==> config.mk <==
export PLATFORM = sky130hd
export DESIGN_NAME = dfe2dp_rd_sched
export DESIGN_NICKNAME = d
export VERILOG_FILES = /design/src/rtl/dfe2dp_rd_sched.sv
export SDC_FILE = /design/constraint.sdc
export NUM_CORES = 1
export LEC_CHECK = 0
export BUFFER_PORTS_ARGS = -buffer_cell sky130_fd_sc_hd__buf_2
export CAP_MARGIN = 20
export CORE_ASPECT_RATIO = 1.2
export CORE_MARGIN = 4
export CORE_UTILIZATION = 33
export DETAILED_ROUTE_END_ITERATION = 16
export PLACE_DENSITY = 0.49
export SLEW_MARGIN = 10
export SYNTH_ARGS = -nofsm -noshare
export SYNTH_HDL_FRONTEND = slang
export SYNTH_SLANG_ARGS = --single-unit
export TNS_END_PERCENT = 50
==> constraint.sdc <==
create_clock -name clk_245p76 -period 3.1 [get_ports clk_245p76]
set_clock_uncertainty 0.2 [all_clocks]
set_input_delay 0.62 -clock clk_245p76 [delete_from_list [all_inputs] [get_ports clk_245p76]]
set_output_delay 0.62 -clock clk_245p76 [all_outputs]
set_load 0.02 [all_outputs]
==> src/rtl/dfe2dp_rd_sched.sv <==
// -----------------------------------------------------------------------------
// dfe2dp_rd_sched
// Read-side scheduler for the DFE->datapath CDC RAM pair (245.76 MHz domain).
// A SEARCH/VERIFY/LOCKED flywheel FSM locks onto the external frame head and
// owns the shared RAM read address. Per-path frame/antenna strobes are delayed
// to line up with the RAM read latency. The bandwidth mode is sampled only on
// the internal frame head, so mode changes always land on a frame boundary.
//
// Optional build macro: DFE2DP_RD_SCHED_STAT_EN
//   defined     -> o_err_cnt / o_miss_cnt are saturating event counters
//   not defined -> no counter logic, both ports read 8'd0
//
// Ports
//   clk_245p76          in   clock
//   rst_245p76          in   synchronous reset, active-high
//   i_en                in   scheduler enable (0 forces IDLE)
//   i_ext_hd            in   external frame head, 1-cycle pulse
//   i_bandwidth_nr_mod  in   NR bandwidth code (2..6 = 20M..60M)
//   o_p0_addr           out  path0 RAM read address {a[hi:2],0,a[1:0]}
//   o_p1_addr           out  path1 RAM read address {a[hi:2],1,a[1:0]}
//   o_path_fram         out  frame strobe shared by both paths
//   o_path0_xant        out  path0 antenna strobe
//   o_path1_xant        out  path1 antenna strobe
//   o_mod_sel           out  active mode: 0 = xant every 8, 1 = every 4
//   o_locked            out  FSM in LOCKED
//   o_state             out  0=IDLE 1=SEARCH 2=VERIFY 3=LOCKED
//   o_err_cnt           out  off-slot heads seen in LOCKED (saturating)
//   o_miss_cnt          out  missed slots seen in LOCKED (saturating)
//
// ADDR_W must be >= 3 so the path-select bit can be spliced in at bit 2.
// -----------------------------------------------------------------------------
module dfe2dp_rd_sched #(
    parameter int ADDR_W   = 4,
    parameter int FRAM_MAX = 2457599,
    parameter int LOCK_CNT = 3,
    parameter int MISS_MAX = 2,
    parameter int PIPE_DLY = 3
) (
    input  logic              clk_245p76,
    input  logic              rst_245p76,
    input  logic              i_en,
    input  logic              i_ext_hd,
    input  logic [2:0]        i_bandwidth_nr_mod,
    output logic [ADDR_W:0]   o_p0_addr,
    output logic [ADDR_W:0]   o_p1_addr,
    output logic              o_path_fram,
    output logic              o_path0_xant,
    output logic              o_path1_xant,
    output logic              o_mod_sel,
    output logic              o_locked,
    output logic [1:0]        o_state,
    output logic [7:0]        o_err_cnt,
    output logic [7:0]        o_miss_cnt
);

    localparam int FCNT_W = $clog2(FRAM_MAX + 1);
    localparam int GOOD_W = $clog2(LOCK_CNT + 1);
    localparam int RUN_W  = $clog2(MISS_MAX + 1);

    localparam logic [FCNT_W-1:0] FCNT_LAST = FCNT_W'(FRAM_MAX);
    localparam logic [GOOD_W-1:0] GOOD_LOCK = GOOD_W'(LOCK_CNT);
    localparam logic [RUN_W-1:0]  RUN_DROP  = RUN_W'(MISS_MAX);

    typedef enum logic [1:0] {
        ST_IDLE   = 2'd0,
        ST_SEARCH = 2'd1,
        ST_VERIFY = 2'd2,
        ST_LOCKED = 2'd3
    } state_t;

    // 20M/30M use the 8-cycle antenna cadence, everything else the 4-cycle one.
    function automatic logic mode_sel_of(input logic [2:0] code);
        logic sel;
        case (code)
            3'd2, 3'd3: sel = 1'b0;
            default:    sel = 1'b1;
        endcase
        return sel;
    endfunction

    state_t              state_q, state_d;
    logic [FCNT_W-1:0]   fcnt_q, fcnt_d, fcnt_inc;
    logic [GOOD_W-1:0]   good_q, good_d, good_inc;
    logic [RUN_W-1:0]    run_q, run_d, run_inc;
    logic [ADDR_W-1:0]   a_q, a_d;
    logic                mod_sel_q, mod_sel_d;
    logic [PIPE_DLY-1:0] dly_q, dly_d;
    logic [3:0]          aux_q, aux_d;
    logic                xant_q, xant_d;
    logic                slot, ihd;

    assign slot     = (fcnt_q == FCNT_LAST);
    assign fcnt_inc = slot ? '0 : fcnt_q + FCNT_W'(1);
    assign good_inc = good_q + GOOD_W'(1);
    assign run_inc  = run_q + RUN_W'(1);

    // Internal head: frame start as seen by the flywheel, only while locked.
    assign ihd = (state_q == ST_LOCKED) && (fcnt_q == '0);

    // Lock FSM and frame counter. Losing i_en beats any head; an on-slot head
    // in LOCKED clears the miss run before the drop decision is taken.
    always_comb begin
        state_d = state_q;
        fcnt_d  = fcnt_q;
        good_d  = good_q;
        run_d   = run_q;
        if (!i_en) begin
            state_d = ST_IDLE;
            fcnt_d  = '0;
            good_d  = '0;
            run_d   = '0;
        end else begin
            case (state_q)
                ST_IDLE: begin
                    state_d = ST_SEARCH;
                    fcnt_d  = '0;
                end
                ST_SEARCH: begin
                    fcnt_d = '0;
                    if (i_ext_hd) begin
                        good_d  = GOOD_W'(1);
                        run_d   = '0;
                        state_d = (LOCK_CNT == 1) ? ST_LOCKED : ST_VERIFY;
                    end
                end
                ST_VERIFY: begin
                    fcnt_d = fcnt_inc;
                    if (i_ext_hd && slot) begin
                        good_d = good_inc;
                        if (good_inc == GOOD_LOCK) begin
                            state_d = ST_LOCKED;
                            run_d   = '0;
                        end
                    end else if (i_ext_hd) begin
                        // Off-slot head: restart verification from this head.
                        fcnt_d = '0;
                        good_d = GOOD_W'(1);
                    end else if (slot) begin
                        state_d = ST_SEARCH;
                    end
                end
                ST_LOCKED: begin
                    // Flywheel: off-slot heads never move the frame timing.
                    fcnt_d = fcnt_inc;
                    if (slot) begin
                        if (i_ext_hd) begin
                            run_d = '0;
                        end else begin
                            run_d = run_inc;
                            if (run_inc == RUN_DROP) begin
                                state_d = ST_SEARCH;
                            end
                        end
                    end
                end
                default: state_d = ST_IDLE;
            endcase
        end
    end

    // Read address restarts so that it is 0 exactly on the ihd cycle.
    assign a_d       = ((state_d == ST_LOCKED) && (fcnt_d != '0)) ? a_q + ADDR_W'(1) : '0;
    assign mod_sel_d = ihd ? mode_sel_of(i_bandwidth_nr_mod) : mod_sel_q;

    // Strobe delay line is flushed as soon as LOCKED is left.
    assign dly_d  = (state_d == ST_LOCKED) ? ((dly_q << 1) | PIPE_DLY'(ihd)) : '0;
    assign aux_d  = ((state_q != ST_LOCKED) || dly_d[PIPE_DLY-1]) ? 4'd0 : aux_q + 4'd1;
    assign xant_d = (state_d == ST_LOCKED) &&
                    (mod_sel_q ? ((aux_q & 4'h3) == 4'h3) : ((aux_q & 4'h7) == 4'h7));

    // Stage p0: FSM, frame counter, address and mode registers
    always_ff @(posedge clk_245p76) begin
        if (rst_245p76) begin
            state_q   <= ST_IDLE;
            fcnt_q    <= '0;
            good_q    <= '0;
            run_q     <= '0;
            a_q       <= '0;
            mod_sel_q <= 1'b1;
        end else begin
            state_q   <= state_d;
            fcnt_q    <= fcnt_d;
            good_q    <= good_d;
            run_q     <= run_d;
            a_q       <= a_d;
            mod_sel_q <= mod_sel_d;
        end
    end

    // Stage p1..pN: RAM-latency delay line and antenna strobe generation
    always_ff @(posedge clk_245p76) begin
        if (rst_245p76) begin
            dly_q  <= '0;
            aux_q  <= '0;
            xant_q <= 1'b0;
        end else begin
            dly_q  <= dly_d;
            aux_q  <= aux_d;
            xant_q <= xant_d;
        end
    end

    assign o_p0_addr    = {a_q[ADDR_W-1:2], 1'b0, a_q[1:0]};
    assign o_p1_addr    = {a_q[ADDR_W-1:2], 1'b1, a_q[1:0]};
    assign o_path_fram  = dly_q[PIPE_DLY-1];
    assign o_path0_xant = xant_q;
    assign o_path1_xant = xant_q;
    assign o_mod_sel    = mod_sel_q;
    assign o_locked     = (state_q == ST_LOCKED);
    assign o_state      = state_q;

`ifdef DFE2DP_RD_SCHED_STAT_EN
    function automatic logic [7:0] sat_inc8(input logic [7:0] v);
        return (v == 8'hFF) ? v : v + 8'd1;
    endfunction

    logic       hd_off_lk, miss_lk;
    logic [7:0] err_q, err_d, miss_q, miss_d;

    assign hd_off_lk = i_en && (state_q == ST_LOCKED) && i_ext_hd && !slot;
    assign miss_lk   = i_en && (state_q == ST_LOCKED) && slot && !i_ext_hd;
    assign err_d     = hd_off_lk ? sat_inc8(err_q) : err_q;
    assign miss_d    = miss_lk ? sat_inc8(miss_q) : miss_q;

    always_ff @(posedge clk_245p76) begin
        if (rst_245p76) begin
            err_q  <= '0;
            miss_q <= '0;
        end else begin
            err_q  <= err_d;
            miss_q <= miss_d;
        end
    end

    assign o_err_cnt  = err_q;
    assign o_miss_cnt = miss_q;
`else
    assign o_err_cnt  = 8'd0;
    assign o_miss_cnt = 8'd0;
`endif

endmodule

### Word level (Yosys, flattened, before mapping)

Cells that the tools add are included.

| word-level totals | value |
|---|---|
| bits in registers | 41 |
| input port bits | 7 |
| output and inout port bits | 33 |
| logic and storage cells | 79 |

| cells by class | value |
|---|---|
| add/subtract/negate cells | 5 |
| equality and inequality tests | 16 |
| muxes and demuxes | 27 |
| bitwise operators | 4 |
| reductions and logical operators | 17 |

Operators by type and width:

| operator | number |
|---|---|
| $mux W22 | 4 |
| $pmux W22 S3 | 1 |
| $mux W2 | 16 |
| $add A22 B1 Y22 const B | 1 |
| $eq A22 B22 Y1 const B | 1 |
| $logic_not A22 Y1 | 1 |
| $reduce_bool A22 Y1 | 1 |
| $eq A2 B2 Y1 const B | 6 |
| $reduce_or A2 Y1 | 6 |
| $add A4 B1 Y4 const B | 2 |
| $ne A2 B2 Y1 const B | 4 |
| $pmux W2 S4 | 1 |
| $eq A3 B2 Y1 const B | 2 |
| $pmux W2 S3 | 1 |
| $reduce_and A5 Y1 | 1 |
| $add A2 B1 Y2 const B | 2 |
| $logic_and A1 B1 Y1 | 4 |
| $pmux W2 S2 | 1 |
| $eq A3 B3 Y1 const B | 1 |
| $mux W3 | 1 |
| $not A1 Y1 | 3 |
| $or A3 B1 Y3 | 1 |
| $reduce_bool A3 Y1 | 1 |
| $eq A2 B1 Y1 const B | 1 |
| 5 further kinds | 6 |

### Longest topological paths before layout

| logic depth | value |
|---|---|
| depth after elaboration | 11 |
| mapped depth | 9 |

### Least setup slack after synthesis

Ideal clock, no wire load.

| path | value |
|---|---|
| kind | register to register |
| start point | reg fcnt_q[0] |
| end point | reg aux_q[1] |
| library setup time | 0.116 ns |
| data arrival time | 2.485 ns |
| data required time | 2.784 ns |
| setup slack | 0.300 ns |
| cell stages (with the launch flop) | 10 |
| buffers on the path | 1 |
| cells stage by stage | dfxtp_1 ha_1 nand4_1 or2_2 clkbuf_1 nor4_4 a31oi_1 a2111oi_2 nand3_1 and3_1 |

| on the way | value |
|---|---|
| cells in the longest elaborated chain, start to end | 10 |

Ends and longest elaborated chain:

| item | line | RTL |
|---|---|---|
| from (decl) | 82 | `logic [FCNT_W-1:0] fcnt_q, fcnt_d, fcnt_inc;` |
| from (signal assigned) | 182 | `fcnt_q <= fcnt_d;` |
| $eq A22 B22 Y1 (*) | 92 | `assign slot = (fcnt_q == FCNT_LAST);` |
| $mux W2 | 138 | `end else if (slot) begin` |
| $mux W2 | 134 | `end else if (i_ext_hd) begin` |
| $mux W2 | 128 | `if (i_ext_hd && slot) begin` |
| $pmux W2 S4 (*) | 113 | `case (state_q)` |
| $mux W2 (*) | 107 | `if (!i_en) begin` |
| $eq A2 B2 Y1 (*) | 166 | `assign dly_d = (state_d == ST_LOCKED) ? ((dly_q << 1) \| PIPE_DLY'(ihd)) : '0;` |
| $mux W3 (*) | 166 |  |
| $logic_or A1 B1 Y1 (*) | 167 | `assign aux_d = ((state_q != ST_LOCKED) \|\| dly_d[PIPE_DLY-1]) ? 4'd0 : aux_q + 4'd1;` |
| $reduce_or A2 Y1 (no line) (*) | - |  |
| to (signal assigned) | 198 | `aux_q <= aux_d;` |
| to (decl) | 88 | `logic [3:0] aux_q, aux_d;` |

Every way passes the cells marked *; elsewhere a longest branch is shown, timed or not.
A chain may end at the register's enable or synchronous reset.

### Worst setup path in the final report

| path | value |
|---|---|
| start point | reg fcnt_q[3] |
| end point | reg run_q[0] |

| on the way | value |
|---|---|
| cells in the longest elaborated chain, start to end | 4 |

Ends and longest elaborated chain:

| item | line | RTL |
|---|---|---|
| $eq A22 B22 Y1 (*) | 92 |  |
| $logic_and A1 B1 Y1 | 128 |  |
| $ne A2 B2 Y1 (no line) | - |  |
| $reduce_and A5 Y1 (no line) (*) | - |  |
| to (signal assigned) | 184 | `run_q <= run_d;` |
| to (decl) | 84 | `logic [RUN_W-1:0] run_q, run_d, run_inc;` |

Marked as above.

==> results_dict.tcl <==
set metrics [dict create \
    status "complete, no violations" \
    antenna_found_initial 0 \
    dieArea_mm2 0.00875 \
    syn_area_per_cell_um2 8.21 \
    ir_drop_mv 0.210 \
    postCtsSetupBuffers 0 \
    tns_ns 0 \
    layout_commonest_cell "dfxtp_1" \
    grt.overflow.total 0 \
    io_buffers 20 \
    place_congestion 0.812 \
    cts_tree "done" \
    grt_max_degree 22 \
    rsz0062_at_grt "false" \
    finalSetupViolations 0 \
    multi_input_area_mm2 0.00137 \
    drc_errors 0 \
    cts_sinks 40 \
    synth_cell_types 46 \
    finalHoldViolCount 0 \
    cts-root-buf "clkbuf_8" \
    arrival_ns 2.77 \
    max-cap-violations 0 \
    core_mm2 0.00698 \
    hp-class "reg -> reg" \
    power.leakage_nw 1.07 \
    crit_family "simple AND/OR/NAND/NOR gates" \
    wire_per_inst_um 12.6 \
    routedLengthMet1_um 2310 \
    hold_buffers 0 \
    final_cell_mix "40 x dfxtp_1, 36 x nor2_1, 22 x buf_4" \
    initial_core_util 0.346 \
    htreeDepth 2 \
    slowest_delay_ns 0.52 \
    wirelength_um 5110 \
    fin_nets 337 \
    min_period_ns 2.74 \
    cp_num_buf_inv 1 \
    clock.fmax_mhz 365 \
    first_iter_violations 92 \
    drive_gt1_frac 0.178 \
    met2_length_um 2550 \
    ant_nets 0 \
    clk_pin_slew_ns 0.09 \
    critPathKind "reg -> reg" \
    clk_latency_ns 0.30 \
    fill_cells 740 \
    dp_hpwl_um 3900 \
    slew_viol_final 0 \
    cts_resized 0 \
    synth.cell_area_mm2 0.00241 \
    ys_seq_area_frac 0.332 \
    insertedDiodeCount 0 \
    finalPower_w 0.000990 \
    drtPass1Iterations 4 \
    synth_cells 294 \
    wl_met3_um 191 \
    cp_data_required_time_ns 3.13 \
    post-route-period-util 0.885 \
    cp_slowest_cell "dfxtp_1" \
    io_pins 40 \
    die_y_um 102 \
    cp-end-kind "flip-flop" \
    synth_top_flop_cell "dfxtp_1" \
    cp-start-kind "flip-flop" \
    synthArstFlopShare 0 \
    powerDensity_mw_per_mm2 366 \
    rows 33 \
    synth_seq_cells 40 \
    crit_fanout 9 \
    seq_area_um2 801 \
    grt_pass1_wl_um 8530 \
    grt_use_total 0.122 \
    synth-edff-count 0 \
    syn_to_final_growth_pct 12.1 \
    synth_warnings 0 \
    die_width_um 86.1 \
    top_layer "met4" \
    vias 1983 \
    vias_per_cell 4.87 \
    clk_path_buf_depth 2 \
    crit_chain "nand4_1 -> or2_2 -> nor4_4 -> buf_4 -> nand3_1 -> a211o_1 -> or3_1 -> a21oi_1" \
    cts_buffers 5 \
    grt_pass1_vias 1832 \
]
power by group:
| group | switching (W) | internal [W] | total, W |
|---|---|---|---|
| Clock | 0.000197 | 0.000238 | 0.000435 |
| Combinational | 0.0000313 | 0.00000834 | 0.0000397 |
| Sequential | 0.00000115 | 0.000514 | 0.000515 |
sequential cells by signal, summed over array words and instances, names as in the netlist:
name,cells
a_q,4
aux_q,3
dly_q,3
fcnt_q,22
good_q,2
o_mod_sel,1
o_path0_xant,1
o_state,2
run_q,2
area by class of cell:
type / count / share of cell area
Tap cell: 87 / 0.0402
Clock buffer: 5 / 0.0254
Inverter: 13 / 0.0180
Multi-Input combinational cell: 217 / 0.506
Timing Repair Buffer: 42 / 0.0981
Clock inverter: 3 / 0.0157
Sequential cell: 40 / 0.296
worst reg2reg max path: cells and delay by family, from the launching register on:
family | cells | cell delay, ns
AND/OR/NAND/NOR | 5 | 1.26
buffers and inverters | 1 | 0.19
flip-flops | 1 | 0.52
AO/OA/AOI/OAI | 2 | 0.50
cell usage after synthesis (all sizes together), types with 3 or more instances:
cell type,number,area share
nand2b,5,0.013
nor2,36,0.056
nor3,11,0.023
and4,5,0.018
clkbuf,11,0.017
nand3,12,0.025
xor2,12,0.044
and3,7,0.018
a21oi,6,0.012
nand2,20,0.031
nand4,9,0.023
nor4,9,0.032
xnor2,17,0.062
mux2i,3,0.012
or3,4,0.010
buf,29,0.088
inv,13,0.020
a31oi,4,0.010
dfxtp,40,0.33
o21ai,3,0.0062
ha,11,0.057
a211o,3,0.011
per-layer routing:
metal / GRT usage / vias up
met3: 0.0277 / 5
met4: 0.0390 / 0
met5: 0 / -
met1: 0.148 / 928
met2: 0.211 / 35
li1: - / 1015
logic make-up (layout without fill, tap and decap cells):
logic type / after synthesis / count (layout) / share of synthesized area
simple gates: 127 / 127 / 0.277
fa+ha+maj: 11 / 11 / 0.0570
flops: 40 / 40 / 0.332
mux: 3 / 3 / 0.0124
other cells: 2 / 18 / 0.00311
compound gates: 29 / 29 / 0.0881
xor+xnor: 29 / 29 / 0.105
buf+inv: 53 / 63 / 0.125
final timing paths:
kind	from	end	slack (ns)	depth (start not counted)
worst max-delay path	fcnt_q[3]	run_q[0]	0.36	8
worst min-delay path	dly_q[0]	dly_q[1]	0.22	2
worst max register to register	fcnt_q[3]	run_q[0]	0.36	8
worst min register to register	dly_q[0]	dly_q[1]	0.22	2
per-stage QoR:
step / area (um2) / instances / hold WS [ns] / util / setup WS [ns]
2_1_floorplan: 2470 / 310 / 0.194 / - / 0.300
3_3_place_gp: 2590 / 399 / 0.208 / 0.372 / 0.415
3_5_place_dp: 2590 / 399 / 0.210 / 0.372 / 0.366
4_1_cts: 2710 / 407 / 0.227 / 0.388 / 0.324
5_1_grt: 2710 / 407 / 0.242 / 0.388 / 0.117
6_report: 2710 / 407 / 0.222 / 0.388 / 0.357
(Power assumes the default switching activity.)
